[src/rtl/apb_uart_tx.sv]
// rtl/apb_uart_tx.sv - APB-slave UART transmitter with TX FIFO and programmable bit period (optional parity: UART_TX_PARITY_EN)
module apb_uart_tx #(
    parameter int DEPTH   = 4,
    parameter int DEF_DIV = 286,
    parameter int DIV_W   = 16
) (
    input  logic        clk,
    input  logic        n_rst,
    input  logic [31:0] PADDR,
    input  logic [31:0] PWDATA,
    input  logic        PWRITE,
    input  logic        PENABLE,
    input  logic        PSEL,
    output logic [31:0] PRDATA,
    output logic        pslverr,
    output logic        serial_out
);

    localparam int AW = $clog2(DEPTH);
    localparam int CW = $clog2(DEPTH + 1);

    typedef enum logic [2:0] {
        S_IDLE   = 3'd0,
        S_START  = 3'd1,
        S_DATA   = 3'd2,
        S_STOP   = 3'd3
`ifdef UART_TX_PARITY_EN
        , S_PARITY = 3'd4
`endif
    } state_t;

    // FIFO storage and bookkeeping
    logic [7:0]       mem [DEPTH];
    logic [AW-1:0]    wr_ptr;
    logic [AW-1:0]    rd_ptr;
    logic [CW-1:0]    count;
    logic             empty;
    logic             full;
    logic             push;
    logic             pop;

    // Register-side decode
    logic [3:0]       addr;
    logic             access;
    logic             is_tx;
    logic             is_stat;
    logic             is_div;
    logic             div_ok;
    logic             div_we;
    logic [DIV_W-1:0] div_q;
    logic [31:0]      status;
    logic             busy;

    // Frame engine
    state_t           state_q, state_d;
    logic [7:0]       shift_q, shift_d;
    logic [DIV_W-1:0] bitdiv_q, bitdiv_d;
    logic [DIV_W-1:0] baud_q, baud_d;
    logic [2:0]       bitcnt_q, bitcnt_d;
    logic             bit_end;
    logic             load;
    logic             serial_d;

`ifdef UART_TX_PARITY_EN
    logic             par_ctrl_q;
    logic             par_on_q, par_on_d;
    logic             par_bit_q, par_bit_d;
`endif

    logic             unused_ok;
    assign unused_ok = ^{PADDR[31:4], PWDATA[31:DIV_W]};

    assign addr    = PADDR[3:0];
    assign access  = PSEL & PENABLE;
    assign is_tx   = (addr == 4'h0);
    assign is_stat = (addr == 4'h4);
    assign is_div  = (addr == 4'h8);
    assign div_ok  = (PWDATA[DIV_W-1:0] >= DIV_W'(2));

    assign empty = (count == '0);
    assign full  = (count == CW'(DEPTH));
    assign busy  = (state_q != S_IDLE);

    // A full FIFO still takes a byte when the frame engine frees a slot this cycle.
    assign push   = access & PWRITE & is_tx & (~full | pop);
    assign div_we = access & PWRITE & is_div & div_ok;

`ifdef UART_TX_PARITY_EN
    assign status = {23'd0, par_ctrl_q, 4'(count), 1'b0, busy, full, empty};
`else
    assign status = {23'd0, 1'b0, 4'(count), 1'b0, busy, full, empty};
`endif

    // Error response for the current access cycle; errored accesses have no side effect
    always_comb begin
        pslverr = 1'b0;
        if (access) begin
            if (!(is_tx || is_stat || is_div))
                pslverr = 1'b1;
            else if (PWRITE && is_tx && full && !pop)
                pslverr = 1'b1;
            else if (PWRITE && is_div && !div_ok)
                pslverr = 1'b1;
        end
    end

    // Read mux, live whenever the slave is selected for a read
    always_comb begin
        PRDATA = 32'd0;
        if (PSEL && !PWRITE) begin
            if (is_stat)
                PRDATA = status;
            else if (is_div)
                PRDATA = 32'(div_q);
        end
    end

    // Divisor and parity control registers
    always_ff @(posedge clk or negedge n_rst) begin
        if (!n_rst) begin
            div_q <= DIV_W'(DEF_DIV);
        end else if (div_we) begin
            div_q <= PWDATA[DIV_W-1:0];
        end
    end

`ifdef UART_TX_PARITY_EN
    // Parity enable bit shares the STATUS offset on the write side
    always_ff @(posedge clk or negedge n_rst) begin
        if (!n_rst)
            par_ctrl_q <= 1'b0;
        else if (access && PWRITE && is_stat)
            par_ctrl_q <= PWDATA[8];
    end
`endif

    // FIFO data array; contents are meaningless until counted in
    always_ff @(posedge clk) begin
        if (push)
            mem[wr_ptr] <= PWDATA[7:0];
    end

    // FIFO pointers and occupancy; reset discards everything queued
    always_ff @(posedge clk or negedge n_rst) begin
        if (!n_rst) begin
            wr_ptr <= '0;
            rd_ptr <= '0;
            count  <= '0;
        end else begin
            if (push)
                wr_ptr <= wr_ptr + AW'(1);
            if (pop)
                rd_ptr <= rd_ptr + AW'(1);
            case ({push, pop})
                2'b10:   count <= count + CW'(1);
                2'b01:   count <= count - CW'(1);
                default: count <= count;
            endcase
        end
    end

    assign bit_end = (baud_q == bitdiv_q - DIV_W'(1));

    // Frame FSM next state; a pop from IDLE or at the end of STOP starts a frame
    always_comb begin
        state_d  = state_q;
        shift_d  = shift_q;
        bitdiv_d = bitdiv_q;
        bitcnt_d = bitcnt_q;
        load     = 1'b0;
        pop      = 1'b0;
`ifdef UART_TX_PARITY_EN
        par_on_d  = par_on_q;
        par_bit_d = par_bit_q;
`endif
        case (state_q)
            S_IDLE: begin
                if (!empty)
                    load = 1'b1;
            end
            S_START: begin
                if (bit_end) begin
                    state_d  = S_DATA;
                    bitcnt_d = 3'd0;
                end
            end
            S_DATA: begin
                if (bit_end) begin
                    shift_d = {1'b0, shift_q[7:1]};
                    if (bitcnt_q == 3'd7) begin
`ifdef UART_TX_PARITY_EN
                        state_d = par_on_q ? S_PARITY : S_STOP;
`else
                        state_d = S_STOP;
`endif
                    end else begin
                        bitcnt_d = bitcnt_q + 3'd1;
                    end
                end
            end
`ifdef UART_TX_PARITY_EN
            S_PARITY: begin
                if (bit_end)
                    state_d = S_STOP;
            end
`endif
            S_STOP: begin
                if (bit_end) begin
                    if (!empty)
                        load = 1'b1;
                    else
                        state_d = S_IDLE;
                end
            end
            default: state_d = S_IDLE;
        endcase

        if (load) begin
            pop      = 1'b1;
            state_d  = S_START;
            shift_d  = mem[rd_ptr];
            bitdiv_d = div_q;
`ifdef UART_TX_PARITY_EN
            par_on_d  = par_ctrl_q;
            par_bit_d = ^mem[rd_ptr];
`endif
        end

        baud_d = (state_q == S_IDLE || bit_end) ? '0 : baud_q + DIV_W'(1);

        case (state_d)
            S_START:  serial_d = 1'b0;
            S_DATA:   serial_d = shift_d[0];
`ifdef UART_TX_PARITY_EN
            S_PARITY: serial_d = par_bit_d;
`endif
            default:  serial_d = 1'b1;
        endcase
    end

    // Frame FSM registers; the line output is a flop so it never glitches
    always_ff @(posedge clk or negedge n_rst) begin
        if (!n_rst) begin
            state_q    <= S_IDLE;
            shift_q    <= 8'd0;
            bitdiv_q   <= DIV_W'(DEF_DIV);
            baud_q     <= '0;
            bitcnt_q   <= 3'd0;
            serial_out <= 1'b1;
`ifdef UART_TX_PARITY_EN
            par_on_q   <= 1'b0;
            par_bit_q  <= 1'b0;
`endif
        end else begin
            state_q    <= state_d;
            shift_q    <= shift_d;
            bitdiv_q   <= bitdiv_d;
            baud_q     <= baud_d;
            bitcnt_q   <= bitcnt_d;
            serial_out <= serial_d;
`ifdef UART_TX_PARITY_EN
            par_on_q   <= par_on_d;
            par_bit_q  <= par_bit_d;
`endif
        end
    end

endmodule

[config.mk]
export PLATFORM = sky130hd
export DESIGN_NAME = apb_uart_tx
export DESIGN_NICKNAME = d
export VERILOG_FILES = /design/src/rtl/apb_uart_tx.sv
export SDC_FILE = /design/constraint.sdc
export NUM_CORES = 1
export LEC_CHECK = 0
export ABC_CLOCK_PERIOD_IN_PS = 6880
export CAP_MARGIN = 20
export CORE_ASPECT_RATIO = 0.5
export CORE_UTILIZATION = 25
export DETAILED_ROUTE_END_ITERATION = 10
export SLEW_MARGIN = 25
export SYNTH_ARGS = -nofsm -noshare
export SYNTH_HDL_FRONTEND = slang
export SYNTH_SLANG_ARGS = --single-unit
[constraint.sdc]
create_clock -name clk -period 6.88 [get_ports clk]
set_input_delay 1.376 -clock clk [delete_from_list [all_inputs] [get_ports clk]]
set_output_delay 1.376 -clock clk [all_outputs]
set_load 0.1 [all_outputs]
## Word-level counts from Yosys, hierarchy flattened

Memory sizes are Yosys's and may differ from the RTL's.
Cells that the tools add are included.

- Reduce and logical (&&, ||, !) cells: 22
- Equality and inequality tests: 15
- Add/sub/neg operators: 7
- Shift operators: 0
- Divide/modulo/power cells: 0
- Magnitude comparators: 1
- Bitwise logic cells: 8
- $mul: 0
- Muxes and demuxes: 30

Operators by type and width:

| kind | count |
|---|---|
| 16-bit two-way mux | 4 |
| 3-bit two-way mux | 9 |
| 8-bit two-way mux | 3 |
| 16-bit by 1-bit adder with 16-bit output (second input constant) | 1 |
| 16-bit == test | 1 |
| 16-bit by 2-bit >= comparator with 1-bit output (second input constant) | 1 |
| 16-bit by 1-bit subtractor with 16-bit output (second input constant) | 1 |
| 3-bit one-hot mux with 2 select lines | 2 |
| 3-bit one-hot mux with 4 select lines | 1 |
| 3-bit by 2-bit == test with 1-bit output (second input constant) | 3 |
| 1-bit two-way mux | 9 |
| 2-bit nonzero test | 4 |
| 3-bit by 1-bit adder with 3-bit output (second input constant) | 2 |
| 1-bit AND | 6 |
| 3-bit by 1-bit == test with 1-bit output (second input constant) | 2 |
| 3-bit == test (second input constant) | 2 |
| 1-bit logical AND | 6 |
| 3-bit logical NOT | 2 |
| 2-bit inequality test (second input constant) | 3 |
| 2-bit by 1-bit adder with 2-bit output (second input constant) | 2 |
| 4-bit by 3-bit == test with 1-bit output (second input constant) | 1 |
| 4-bit == test (second input constant) | 1 |
| 4-bit logical NOT | 1 |
| 1-bit one-hot mux with 2 select lines | 2 |
| other kinds (10) | 14 |

- Memory bits (read-only): 0
- Flip-flop bits (word level): 70
- Latch bits: 0
- Memory bits (writable): 32
- Memories: 1

Memory list:

| name | words | width | read ports | clocked after Yosys merged registers in | write ports | line | text |
|---|---|---|---|---|---|---|---|
| mem | 4 | 8 | 1 | 0 | 1 | 33 | `logic [7:0] mem [DEPTH];` |

## Logic depth before layout (Yosys ltp)

- Word-level depth: 10
- Depth in mapped cells: 15
- Mapped depth without buffers: 13

## Least setup slack after synthesis

OpenSTA, ideal clock, no wires.

- Kind: reg2out
- From: register bitdiv_q[0]
- To: output port pslverr
- Setup slack: 1.215 ns
- Data arrival time: 4.289 ns
- Stages on the path, launching flop included: 11
- Cell sequence: dfrtp_1 inv_1 ha_1 or3b_2 o22ai_1 a21oi_1 o22ai_1 nor4_1 a22oi_2 nand2_1 o21ai_0

- Word-level cells in the longest chain between the ends: 10

RTL lines:

| item | line | text |
|---|---|---|
| from (decl) | 57 | `logic [DIV_W-1:0] bitdiv_q, bitdiv_d;` |
| from (signal assigned) | 246 | `bitdiv_q <= DIV_W'(DEF_DIV);` |
| from (signal assigned) | 257 | `bitdiv_q <= bitdiv_d;` |
| 16-bit by 1-bit subtractor with 16-bit output | 162 | `assign bit_end = (baud_q == bitdiv_q - DIV_W'(1));` |
| 16-bit == test | 162 |  |
| 1-bit two-way mux | 208 | `if (bit_end) begin` |
| 1-bit one-hot mux with 2 select lines | 176 | `case (state_q)` |
| 1-bit two-way mux | 218 | `if (load) begin` |
| 1-bit logical NOT | 100 | `else if (PWRITE && is_tx && full && !pop)` |
| 1-bit logical AND | 100 |  |
| 1-bit two-way mux | 100 |  |
| 1-bit two-way mux | 98 | `if (!(is_tx \|\| is_stat \|\| is_div))` |
| 1-bit two-way mux | 97 | `if (access) begin` |
| to (decl) | 15 | `output logic pslverr,` |

No other way between the ends.

## Final worst setup path

Same ends and word-level chain as after synthesis.

==> metrics.csv <==
stage,metric,value,unit
worst_setup_path,Top Family by Delay on Critical Path,simple AND/OR/NAND/NOR gates,
drt,Vias,3676,
synthesis,Mean Syn Cell Area,10.9,sq um
clock_network,"Clk pin slew, worst setup/hold paths",0.08,ns
power_and_ir_drop,PwrDens,325,nW/um^2
worst_setup_path,CP max-delay cell,clkdlybuf4s50_1,
clock_network,CTS tree,built,
timing,skew final,0.0157,ns
die,die area,22200,sq um
synthesis,Seq cells post-synth,102,
finish,design area,6310,sq um
timing,worst slew pin tran,1.00,ns
place,DP Worst Slack,1.19,ns
drt,Residual DRC,0,
synthesis,yosys warns,0,
drt,met3 routed WL,349,um
power_and_ir_drop,VDD IR max,0.169,mV
clock_network,number of setup buffers added after CTS,0,
drt,Via-to-Cell Ratio,4.56,
place,port buffer count,42,
global_routing,first-pass GRT wire length,19200,um
clock_network,total CTS buffers,9,
worst_setup_path,"slowest stage delay, CP",1.00,ns
worst_setup_path,reg2reg start,bitdiv_q[0],
drt,met1 WL,5340,um
finish,ANT cells,0,
drt,drt first-iter violations,188,
job,Max-cap violations,0,
global_routing,gr usage total,11.0,%
timing,fmax,171,MHz
clock_network,Clock Latency Late Sink,0.36,ns
drt,DRT antenna net count,0,
worst_setup_path,Worst Setup EP,pslverr,
worst_setup_path,CP Data Arrival Time,4.46,ns
global_routing,vias in the first global route,3729,
die,FP Rows,37,
timing,final hold vios,0,
drt,Highest Signal Layer,met4,
run_status,outcome,"complete, no violations",
synthesis,Yosys cell types,72,
drt,final wirelength,11500,um
drt,DRT Pass-1 Iters,4,
worst_setup_path,Worst R2R Path Depth,14,
finish,share of cells above drive strength 1,14.8,%
drt,DR WL met2,5680,um
worst_setup_path,CP Cell Sequence,"inv_1, ha_1, nor3b_1, nand2_1, nor3_1, o22ai_1, nor4_2, a22oi_2, buf_4, nand2_1, o21ai_0, clkdlybuf4s50_1",
worst_setup_path,Stages on worst setup path,12,
worst_setup_path,Crit path required time,5.50,ns
synthesis,ys flop type,dfrtp_1,
drt,post-DR wirelength/cell,14.2,um
die,Placeable Area,20800,sq um
timing,Rel. slew slack,32.9,%
synthesis,Area contributors post-synth,"dfrtp_1 (27%), edfxtp_1 (18%), dfstp_2 (5.4%)",
worst_setup_path,Setup CP Type,register to output port,
synthesis,Post-synth EDFFs,32,
synthesis,largest area contributor in the netlist,dfrtp_1,
worst_setup_path,Worst setup EP type,output port,
clock_network,Clock Sinks,102,
die,die span in x,210,um
die,Initial Util,25.9,%
worst_setup_path,Setup crit start kind,register,
timing,PnR worst setup slack,1.04,ns
clock_network,Clock Tree Root,clkbuf_16,
timing,"Slew Viols, Final",0,
power_and_ir_drop,Leak,2.55,nW
clock_network,hold buffers post-CTS,0,
timing,post-layout min period,5.84,ns
global_routing,Congestion Overflow GR,0,
clock_network,CTS resizes,0,
synthesis,most frequent cell after synthesis,nand2_1,
place,Final Wtd Congestion,0.782,
synthesis,"Seq/Total Area, Yosys",50.6,%
clock_network,CTS Buffer Depth,2,
worst_setup_path,r2r setup slk,2.48,ns
finish,register area,2730,sq um
global_routing,maximum number of pins on one net before global-route repair,71,
finish,"Area growth, synth to finish",17.2,%
place,DP Area,5990,sq um
timing,RSZ-0062 raised after global routing,no,
worst_setup_path,critical path's most frequent cell,nand2_1,
die,io pins,103,
synthesis,Syn Inst Count,495,
worst_hold_path,worst min path class,register to register,
worst_setup_path,worst-path maximum fanout,25,
global_routing,initial antenna violation count,0,
synthesis,Commonest cells post-synth,"nand2_1 (74), dfrtp_1 (59), nor2_1 (42), edfxtp_1 (32), nand3_1 (27)",
synthesis,mapped cell area,5390,sq um
timing,Tcrit/Tclk final,84.8,%
clock_network,Clock H-tree levels,3,
worst_setup_path,Worst Path Buf+Inv,3,
die,Die Height,106,um
timing,Final Setup Violations,0,
timing,TNS Setup,0,ns
finish,fill count,2133,
finish,Multi-input gate area,2450,sq um
place,post-DP HPWL,8230,um
worst_setup_path,RR Endpoint,count[2],
synthesis,"Async S/R FF share, synth",68.6,%
synthesis,share of the synthesized area in the top cell type,27.4,%
worst_setup_path,crit path from,bitdiv_q[0],
finish,fin nets,607,
## state kept, by name (all words and copies together), names as in the netlist
| signal | flops |
|---|---|
| baud_q | 16 |
| bitcnt_q | 3 |
| bitdiv_q | 16 |
| count | 3 |
| div_q | 16 |
| mem | 32 |
| rd_ptr | 2 |
| serial_out | 1 |
| shift_q | 8 |
| state_q | 3 |
| wr_ptr | 2 |
## worst register-to-register path: cells and delay by family (launching register included)
family	cells	cell delay, ns
adder cells (fa/ha/maj)	2	0.70
multiplexers	1	0.13
AND/OR/NAND/NOR	6	2.07
buffers and inverters	2	0.44
flip-flops	1	0.43
AO/OA/AOI/OAI	3	0.52
## cells in the final DEF, fill, tap and decap left out, types with 4 or more instances in the layout
cell type	n
ha_1	8
nor3_1	11
dfstp_2	11
or3_1	6
clkdlybuf4s50_1	41
inv_1	10
conb_1	17
and2_1	15
nand2_1	74
nand3_1	27
a22oi_1	7
mux2_2	16
and3_1	6
dfrtp_1	59
o21ai_0	5
nor4_1	7
clkbuf_16	9
xor2_1	18
clkinv_8	4
edfxtp_1	32
a21oi_1	7
nor2_1	42
xnor2_1	19
mux4_2	8
## kinds of logic (layout without fill, tap and decap cells)
logic type	Yosys count	count (layout)	share of synthesized area, %
AND/OR/NAND/NOR	219	219	21.1
AO/OA/AOI/OAI	48	48	6.69
multiplexers	31	31	8.22
flip-flops	102	102	50.6
adder cells (fa/ha/maj)	9	9	2.23
buffers and inverters	48	71	5.06
other	1	17	0.0696
XOR/XNOR	37	37	6.01
## layer usage
layer,up-vias,global-route usage (%)
met4,0,2.35
met3,9,2.92
li1,1789,-
met5,-,0
met2,50,19.3
met1,1828,13.4
## where the power goes
part           internal, mW  leakage (nW)  switching, mW  total (mW)
logic                 0.289          1.22          0.375       0.665
registers             0.731          1.17          0.140       0.871
clock network         0.260         0.151          0.256       0.516
total                  1.28          2.55          0.771        2.05
## how the worst min path moves through the flow
stage / from / to / slack, ns / cells past startpoint
2_1_floorplan: div_q[3] / bitdiv_q[3] / 0.44 / 2
5_1_grt: div_q[4] / bitdiv_q[4] / 0.51 / 2
4_1_cts: div_q[4] / bitdiv_q[4] / 0.48 / 2
3_3_place_gp: div_q[4] / bitdiv_q[4] / 0.46 / 2
6_report: div_q[3] / bitdiv_q[3] / 0.47 / 2
3_5_place_dp: div_q[4] / bitdiv_q[4] / 0.46 / 2
## through the flow
step | instances | utilization [%] | hold slack, ns | power (mW)
floorplan | 511 | - | 0.437 | 1.41
global placement | 791 | 28.8 | 0.465 | 1.53
detailed placement | 791 | 28.8 | 0.463 | 1.55
CTS | 807 | 30.3 | 0.476 | 2.07
global route | 807 | 30.3 | 0.515 | 2.18
finish | 807 | 30.3 | 0.469 | 2.05
## area by class of cell
| cell class | count | area share (%) |
|---|---|---|
| Multi-Input combinational cell | 361 | 38.9 |
| Clock inverter | 7 | 1.45 |
| Clock buffer | 9 | 3.57 |
| Tap cell | 273 | 5.41 |
| Timing Repair Buffer | 45 | 6.93 |
| Inverter | 10 | 0.594 |
| Sequential cell | 102 | 43.2 |
(Power assumes the default switching activity.)
